[src/rtl/ni_tx_packetizer_pkg.sv]
`default_nettype none
// ============================================================================
// Module      : ni_tx_packetizer_pkg
// Description : Shared types and constants for the NI transmit packetizer:
//               flit type codes, FSM state encoding, head-flit field order.
// Revision    : 1.0 - initial release
// ============================================================================
package ni_tx_packetizer_pkg;

    localparam int FLIT_TYPE_W = 2;

    typedef enum logic [FLIT_TYPE_W-1:0] {
        FLIT_BODY     = 2'b00,
        FLIT_HEAD     = 2'b01,
        FLIT_TAIL     = 2'b10,
        FLIT_HEADTAIL = 2'b11
    } flit_type_e;

    typedef enum logic [0:0] {
        IDLE = 1'b0,
        BODY = 1'b1
    } ni_tx_state_e;

    // Head-flit field positions, counted from the MSB end of the flit.
    // The head is {dst_x, dst_y, src_x, src_y, len, zero pad}.
    localparam int HEAD_FIELD_DST_X = 0;
    localparam int HEAD_FIELD_DST_Y = 1;
    localparam int HEAD_FIELD_SRC_X = 2;
    localparam int HEAD_FIELD_SRC_Y = 3;
    localparam int HEAD_FIELD_LEN   = 4;

    // Bits occupied by the route/length fields (before the zero pad).
    function automatic int head_used_bits(input int x_w, input int y_w, input int len_w);
        return 2 * x_w + 2 * y_w + len_w;
    endfunction

endpackage : ni_tx_packetizer_pkg
`default_nettype wire

[src/rtl/ni_tx_packetizer.sv]
`default_nettype none
// ============================================================================
// Module      : ni_tx_packetizer
// Description : Local-port network-interface transmitter. Converts a packet
//               descriptor plus payload words into HEAD/BODY/TAIL flits
//               (or a single HEADTAIL flit for empty packets) on the router's
//               forward link, honouring the backward ready.
//               Optional macro NI_TX_STATS_EN adds packet/stall counters.
// Revision    : 1.0 - initial release
// ============================================================================
module ni_tx_packetizer
    import ni_tx_packetizer_pkg::*;
#(
    parameter  int DATA_W  = 32,
    parameter  int X_W     = 2,
    parameter  int Y_W     = 2,
    parameter  int MAX_LEN = 16,
    parameter  int SRC_X   = 0,
    parameter  int SRC_Y   = 0,
    localparam int LEN_W   = $clog2(MAX_LEN + 1)
) (
    input  logic                   clk,
    input  logic                   rst_n,
    input  logic                   i_desc_valid,
    output logic                   o_desc_ready,
    input  logic [X_W-1:0]         i_desc_dst_x,
    input  logic [Y_W-1:0]         i_desc_dst_y,
    input  logic [LEN_W-1:0]       i_desc_len,
    input  logic                   i_pay_valid,
    output logic                   o_pay_ready,
    input  logic [DATA_W-1:0]      i_pay_data,
    output logic                   o_flit_valid,
    output logic [FLIT_TYPE_W-1:0] o_flit_type,
    output logic [DATA_W-1:0]      o_flit_data,
    input  logic                   i_flit_ready,
    output logic                   o_err_len,
    output logic                   o_busy
`ifdef NI_TX_STATS_EN
    ,
    output logic [15:0]            o_pkt_cnt,
    output logic [15:0]            o_stall_cnt
`endif
);

    localparam int HEAD_W = head_used_bits(X_W, Y_W, LEN_W);
    localparam int PAD_W  = DATA_W - HEAD_W;

    ni_tx_state_e     r_state;
    ni_tx_state_e     w_state_next;
    logic [LEN_W-1:0] r_remaining;
    logic [LEN_W-1:0] w_remaining_next;
    logic             r_active;
    logic             r_flit_valid;
    flit_type_e       r_flit_type;
    logic [DATA_W-1:0] r_flit_data;
    logic             r_err_len;

    logic             w_slot_free;
    logic             w_desc_ready;
    logic             w_pay_ready;
    logic             w_load;
    flit_type_e       w_load_type;
    logic [DATA_W-1:0] w_load_data;
    logic             w_err;
    logic [DATA_W-1:0] w_head_data;

    // The output slot can take a new flit when empty or draining this cycle.
    assign w_slot_free = !r_flit_valid || i_flit_ready;

    // Head flit: route fields packed MSB-first, zero padded in the LSBs.
    assign w_head_data = DATA_W'({i_desc_dst_x, i_desc_dst_y, X_W'(SRC_X),
                                  Y_W'(SRC_Y), i_desc_len}) << PAD_W;

    // Next-state, handshake and flit-load decisions.
    always_comb begin
        w_state_next     = r_state;
        w_remaining_next = r_remaining;
        w_desc_ready     = 1'b0;
        w_pay_ready      = 1'b0;
        w_load           = 1'b0;
        w_load_type      = FLIT_BODY;
        w_load_data      = '0;
        w_err            = 1'b0;
        case (r_state)
            IDLE: begin
                // r_active keeps ready low while held in (or just out of) reset
                w_desc_ready = r_active && w_slot_free;
                if (i_desc_valid && w_desc_ready) begin
                    if (i_desc_len > LEN_W'(MAX_LEN)) begin
                        w_err = 1'b1;
                    end else if (i_desc_len == '0) begin
                        w_load      = 1'b1;
                        w_load_type = FLIT_HEADTAIL;
                        w_load_data = w_head_data;
                    end else begin
                        w_load           = 1'b1;
                        w_load_type      = FLIT_HEAD;
                        w_load_data      = w_head_data;
                        w_remaining_next = i_desc_len;
                        w_state_next     = BODY;
                    end
                end
            end
            BODY: begin
                w_pay_ready = w_slot_free;
                if (i_pay_valid && w_pay_ready) begin
                    w_load           = 1'b1;
                    w_load_data      = i_pay_data;
                    w_load_type      = (r_remaining == LEN_W'(1)) ? FLIT_TAIL : FLIT_BODY;
                    w_remaining_next = r_remaining - LEN_W'(1);
                    if (r_remaining == LEN_W'(1)) begin
                        w_state_next = IDLE;
                    end
                end
            end
            default: begin
                w_state_next = IDLE;
            end
        endcase
    end

    // FSM state, packet length tracking and the post-reset enable flag.
    always_ff @(posedge clk or negedge rst_n) begin
        if (!rst_n) begin
            r_state     <= IDLE;
            r_remaining <= '0;
            r_active    <= 1'b0;
            r_err_len   <= 1'b0;
        end else begin
            r_state     <= w_state_next;
            r_remaining <= w_remaining_next;
            r_active    <= 1'b1;
            r_err_len   <= w_err;
        end
    end

    // Single output register: load replaces, otherwise a handshake empties it.
    always_ff @(posedge clk or negedge rst_n) begin
        if (!rst_n) begin
            r_flit_valid <= 1'b0;
            r_flit_type  <= FLIT_BODY;
            r_flit_data  <= '0;
        end else if (w_load) begin
            r_flit_valid <= 1'b1;
            r_flit_type  <= w_load_type;
            r_flit_data  <= w_load_data;
        end else if (i_flit_ready) begin
            r_flit_valid <= 1'b0;
        end
    end

`ifdef NI_TX_STATS_EN
    logic [15:0] r_pkt_cnt;
    logic [15:0] r_stall_cnt;

    // Count completed packets (tail handshakes) and back-pressured cycles.
    always_ff @(posedge clk or negedge rst_n) begin
        if (!rst_n) begin
            r_pkt_cnt   <= '0;
            r_stall_cnt <= '0;
        end else begin
            if (r_flit_valid && i_flit_ready && r_flit_type[1]) begin
                r_pkt_cnt <= r_pkt_cnt + 16'd1;
            end
            if (r_flit_valid && !i_flit_ready) begin
                r_stall_cnt <= r_stall_cnt + 16'd1;
            end
        end
    end

    assign o_pkt_cnt   = r_pkt_cnt;
    assign o_stall_cnt = r_stall_cnt;
`else
    // Statistics disabled: no counters are built.
`endif

    assign o_desc_ready = w_desc_ready;
    assign o_pay_ready  = w_pay_ready;
    assign o_flit_valid = r_flit_valid;
    assign o_flit_type  = r_flit_type;
    assign o_flit_data  = r_flit_data;
    assign o_err_len    = r_err_len;
    assign o_busy       = (r_state != IDLE) || r_flit_valid;

endmodule : ni_tx_packetizer
`default_nettype wire

[config.mk]
export PLATFORM = sky130hd
export DESIGN_NAME = ni_tx_packetizer
export DESIGN_NICKNAME = d
export VERILOG_FILES = /design/src/rtl/ni_tx_packetizer_pkg.sv /design/src/rtl/ni_tx_packetizer.sv
export SDC_FILE = /design/constraint.sdc
export NUM_CORES = 1
export LEC_CHECK = 0
export CORE_ASPECT_RATIO = 1.75
export CORE_UTILIZATION = 45
export CTS_BUF_LIST = sky130_fd_sc_hd__clkbuf_8
export DETAILED_ROUTE_END_ITERATION = 10
export HOLD_SLACK_MARGIN = 0.05
export PLACE_DENSITY_LB_ADDON = 0.3
export SYNTH_ARGS = -nofsm -noshare
export SYNTH_HDL_FRONTEND = slang
export SYNTH_SLANG_ARGS = --single-unit
[constraint.sdc]
create_clock -name clk -period 2.95 [get_ports clk]
set_input_delay 0.7375 -clock clk [delete_from_list [all_inputs] [get_ports clk]]
set_output_delay 0.7375 -clock clk [all_outputs]
set_load 0.02 [all_outputs]
# Word-level counts from Yosys, hierarchy flattened
# Index checks and enable logic that the tools add are counted.
[word_totals]
out_inout_bits = 39
word_cells = 56
regBits = 43
in_bits = 46
[op_classes]
muxes = 32
n_eq_ne = 5
n_bitwise = 1
magnitude_cmp = 1
addsub = 1
n_reduce_logical = 9
[op_table]
columns = ["cell", "count"]
rows = [
  ["$mux 32", 3],
  ["$pmux 32 s2", 1],
  ["$mux 5", 4],
  ["$mux 1", 15],
  ["$mux 2", 5],
  ["$pmux 5 s2", 1],
  ["$ne 2x2->1 const B", 3],
  ["$eq 5x1->1 const B", 1],
  ["$gt 5x5->1 const B", 1],
  ["$logic_not 5->1", 1],
  ["$sub 5x1->5 const B", 1],
  ["$pmux 1 s2", 2],
  ["$pmux 2 s2", 1],
  ["$reduce_and 4->1", 1],
  ["$logic_and 1x1->1", 3],
  ["$logic_or 1x1->1", 2],
  ["$ne 2x1->1 const B", 1],
  ["$reduce_bool 2->1", 1],
  ["$logic_not 1->1", 1],
  ["$not 1->1", 1],
]

# Depth between registers and ports, before layout
[logic_depth]
depth_word = 7
ltp_mapped = 7
ltp_nobuf = 7

# Worst setup path after synthesis
# No wires, ideal clock.
[synth_path]
path_kind = "input to register"
start = "in i_desc_len[3]"
end = "reg r_remaining[4]"
setup_slack_ns = 0.503
setup_ns = 0.129
path_buffers = 0
arrival_time_ns = 2.318
t_required_ns = 2.821
stages = 7
cell_sequence = "nor4_1 > inv_1 > ha_1 > nor2_2 > nand4_4 > and2_4 > a2111o_1"
[synth_between]
elab_chain_len = 3
word_cells_on_any_way = 5
cone_classes = "1 x order compare; 2 x eq/ne; 2 x reduce/logical"
[synth_rtl]
columns = ["item", "line_no", "rtl"]
rows = [
  ["start: declaration", "ni_tx_packetizer.sv:28", "input logic [LEN_W-1:0] i_desc_len,"],
  ["$gt 5x5->1 or $logic_not 5->1 (tied branches)", "ni_tx_packetizer.sv:89, ni_tx_packetizer.sv:91", ""],
  ["$ne 2x2->1 (no source line)", "n/a", ""],
  ["$reduce_and 4->1 (no source line) *", "n/a", ""],
  ["end signal: assignment", "ni_tx_packetizer.sv:131", "r_remaining <= w_remaining_next;"],
  ["end: declaration", "ni_tx_packetizer.sv:50", "logic [LEN_W-1:0] r_remaining;"],
]
# Every way passes the cells marked *; elsewhere a longest branch is shown, timed or not.
# A chain may end at the register's enable or synchronous reset.

# Worst setup path after layout
[layout_path]
start = "in i_flit_ready"
end = "out o_pay_ready"
[layout_between]
elab_chain_len = 2
[layout_rtl]
columns = ["item", "line_no", "rtl"]
rows = [
  ["start: declaration", "ni_tx_packetizer.sv:35", "input logic i_flit_ready,"],
  ["$logic_or 1x1->1", "ni_tx_packetizer.sv:68", "assign w_slot_free = !r_flit_valid || i_flit_ready;"],
  ["$mux 1", "ni_tx_packetizer.sv:84", "case (r_state)"],
  ["end: declaration", "ni_tx_packetizer.sv:30", "output logic o_pay_ready,"],
]
# No other way between the ends.

==> metrics.yaml <==
fmaxAchievable_ghz: 0.348
dieHeight_um: 90.5
setup_viol: 0
clk_pin_slew_ns: 0.07
yosysTopAreaCell: "dfrtp_1"
antenna_found_initial: 0
grt_overflow_total: 0
ioPinCount: 85
worst_slack_ns: 0.0801
drc: 0
final-hold-violation-count: 0
dieWidth_um: 52.6
synth.top_cells.by_area: "dfrtp_1, nand2_1, nand3_1, a21oi_1, nor2_1"
reg2reg_slack_ns: 1.31
rr_endpoint: "o_flit_data[22]"
drive_gt1_share_pct: 8.22
hold_slack_ns: 0.497
vias_per_cell: 5.32
slew_violations: 0
synth-edff-count: 0
num_vias: 1879
yosysTopAreaCellShare_pct: 53.4
seq_area_frac_synth_pct: 53.4
syn_area_um2: 2020
dieArea_um2: 4760
post_cts_buffers: 0
fin_crit_sh_pct: 97.3
nNetsFinal: 355
insertion_delay_ns: 0.29
crit_type: "in2out"
clock_skew_ns: 0.00291
core_region_area_um2: 4230
crit_fanout: 3
wirelength_mm: 5.17
max_cap_violations: 0
p_total_w: 0.00212
worstHoldStart: "o_flit_data[3]"
synthDistinctLibCells: 39
place.gp.congestion: 0.853
cts_buffers: 5
yosysWarnings: 0
worst_r2r_path_depth: 6
rows: 31
cts_hold_buf: 0
cp.required_ns: 2.21
critPathLaunchType: "primary input"
synthesis.instances: 215
finalCriticalPeriod_ns: 2.87
route.detailed.wl_per_inst_um: 14.6
cts_resized: 0
rsz0062_at_grt: "no"
hold_path.class: "reg2reg"
peakVddDrop_v: 0.000593
synth_async_sr_flop_share_pct: 100
cts_sinks: 43
p_per_area_nw_per_um2: 699
cts_tree: "done"
initial_core_util_pct: 47.7
min_path_cells: 2
detail-route-antenna-nets: 0
pre_cts_ws_ns: 0.0118
dp_hpwl_mm: 3.74
min_to: "o_flit_data[3]"
ys.flop_type: "dfrtp_1"
drt_pass1_iterations: 5
power.leakage_nw: 1.43
antenna_cells: 0
arrival_ns: 2.13
ys_ff_latch: 43
grt_pass1_wl_mm: 8.40
h-tree-depth: 2
cts_root_buf: "clkbuf_8"
fin_util_pct: 71.7
grt_max_degree: 44
end_kind: "output port"
place.port_buffers: 84
grtUsageTotal_pct: 23.6
grt_pass1_vias: 1795
avgSynthCellArea_um2: 9.38
clk_path_buf_depth: 2
max_slew_margin_pct: 37.2
run_status: "complete, no violations"
synth.net_count: 266
area_growth_pct: 50.4
r2r-start: "o_flit_valid"
initialDrtViolationCount: 42
tns_ns: 0
worstMarginPinSlew_ns: 0.942
-- registers in the layout, summed over array words and instances (netlist names) --
name and count:
r_remaining 5, r_active 1, o_flit_valid 1, r_state 1, o_flit_data 32, o_err_len 1
o_flit_type 2
-- worst max path at each step --
stage / from / slack, ns / cells past startpoint / endpoint
after floorplan: i_desc_len[3] / 0.50 / 7 / r_remaining[4]
after global placement: i_flit_ready / 0.06 / 4 / o_desc_ready
after detailed placement: i_desc_len[3] / 0.01 / 8 / r_remaining[4]
after CTS: i_flit_ready / 0.05 / 4 / o_desc_ready
after global routing: i_flit_ready / 0.05 / 4 / o_pay_ready
final: i_flit_ready / 0.08 / 4 / o_pay_ready
-- worst max-delay path, stage by stage --
cell	delay (ns)
clkdlybuf4s50_1	0.47
and2b_1	0.21
nor2_1	0.10
clkdlybuf4s50_1	0.61
-- area by class of cell --
class | count | area [µm²]
timing repair buffer | 94 | 913
clock buffer | 5 | 68.8
fill | 328 | 1200
clock inverter | 2 | 33.8
inverter | 5 | 18.8
tap | 49 | 61.3
sequential | 43 | 1080
multi-input combinational | 155 | 860
-- metal layers --
| layer | vias to the layer above | global-route usage [%] | wire, µm |
|---|---|---|---|
| met5 | - | 0 | 0 |
| met4 | 0 | 9.65 | 178 |
| met3 | 15 | 4.21 | 202 |
| met2 | 69 | 40.6 | 2830 |
| met1 | 891 | 27.7 | 1950 |
| li1 | 904 | - | - |
-- cells by family after synthesis --
kind of cell    count (synthesis)  share of synthesized area [%]
fa+ha+maj                       5                           3.10
simple gates                  117                           29.1
buf+inv                        17                           3.97
flops                          43                           53.4
other cells                     1                          0.186
compound gates                 32                           10.3
-- Yosys cell counts, types with 2 or more instances --
cell and count:
a2bb2oi_1 2, and3_1 3, nand3_1 23, a221o_1 2, a21oi_1 19, buf_2 4, dfrtp_1 43, nand2_1 57
o22a_1 2, a31oi_1 2, nor3_1 2, inv_1 5, nor2_1 17, clkbuf_1 5, ha_1 5
-- metrics by stage --
step                instances  cell area, µm²
floorplan                 215            2020
global placement          346            2930
detailed placement        346            2930
CTS                       353            3030
global route              353            3030
finish                    353            3030
-- where the power goes --
group / leakage, nW / switching, W / internal (W)
clock network: 0.0554 / 0.000187 / 0.000245
logic: 0.868 / 0.000434 / 0.000411
registers: 0.511 / 0.0000977 / 0.000744
total: 1.43 / 0.000719 / 0.00140
-- layout by cell type, fill, tap and decap left out, types with 2 or more instances in the layout --
cell	n
a221o_1	2
nand3_1	23
and3_1	3
o22a_1	2
a21oi_1	19
nand2_1	57
dfrtp_1	43
buf_4	10
ha_1	5
clkdlybuf4s50_1	82
clkbuf_8	5
a31oi_1	2
nor3_1	2
nor2_1	17
a2bb2oi_1	2
inv_1	6
Note: power is estimated with default switching activity, not from simulation.
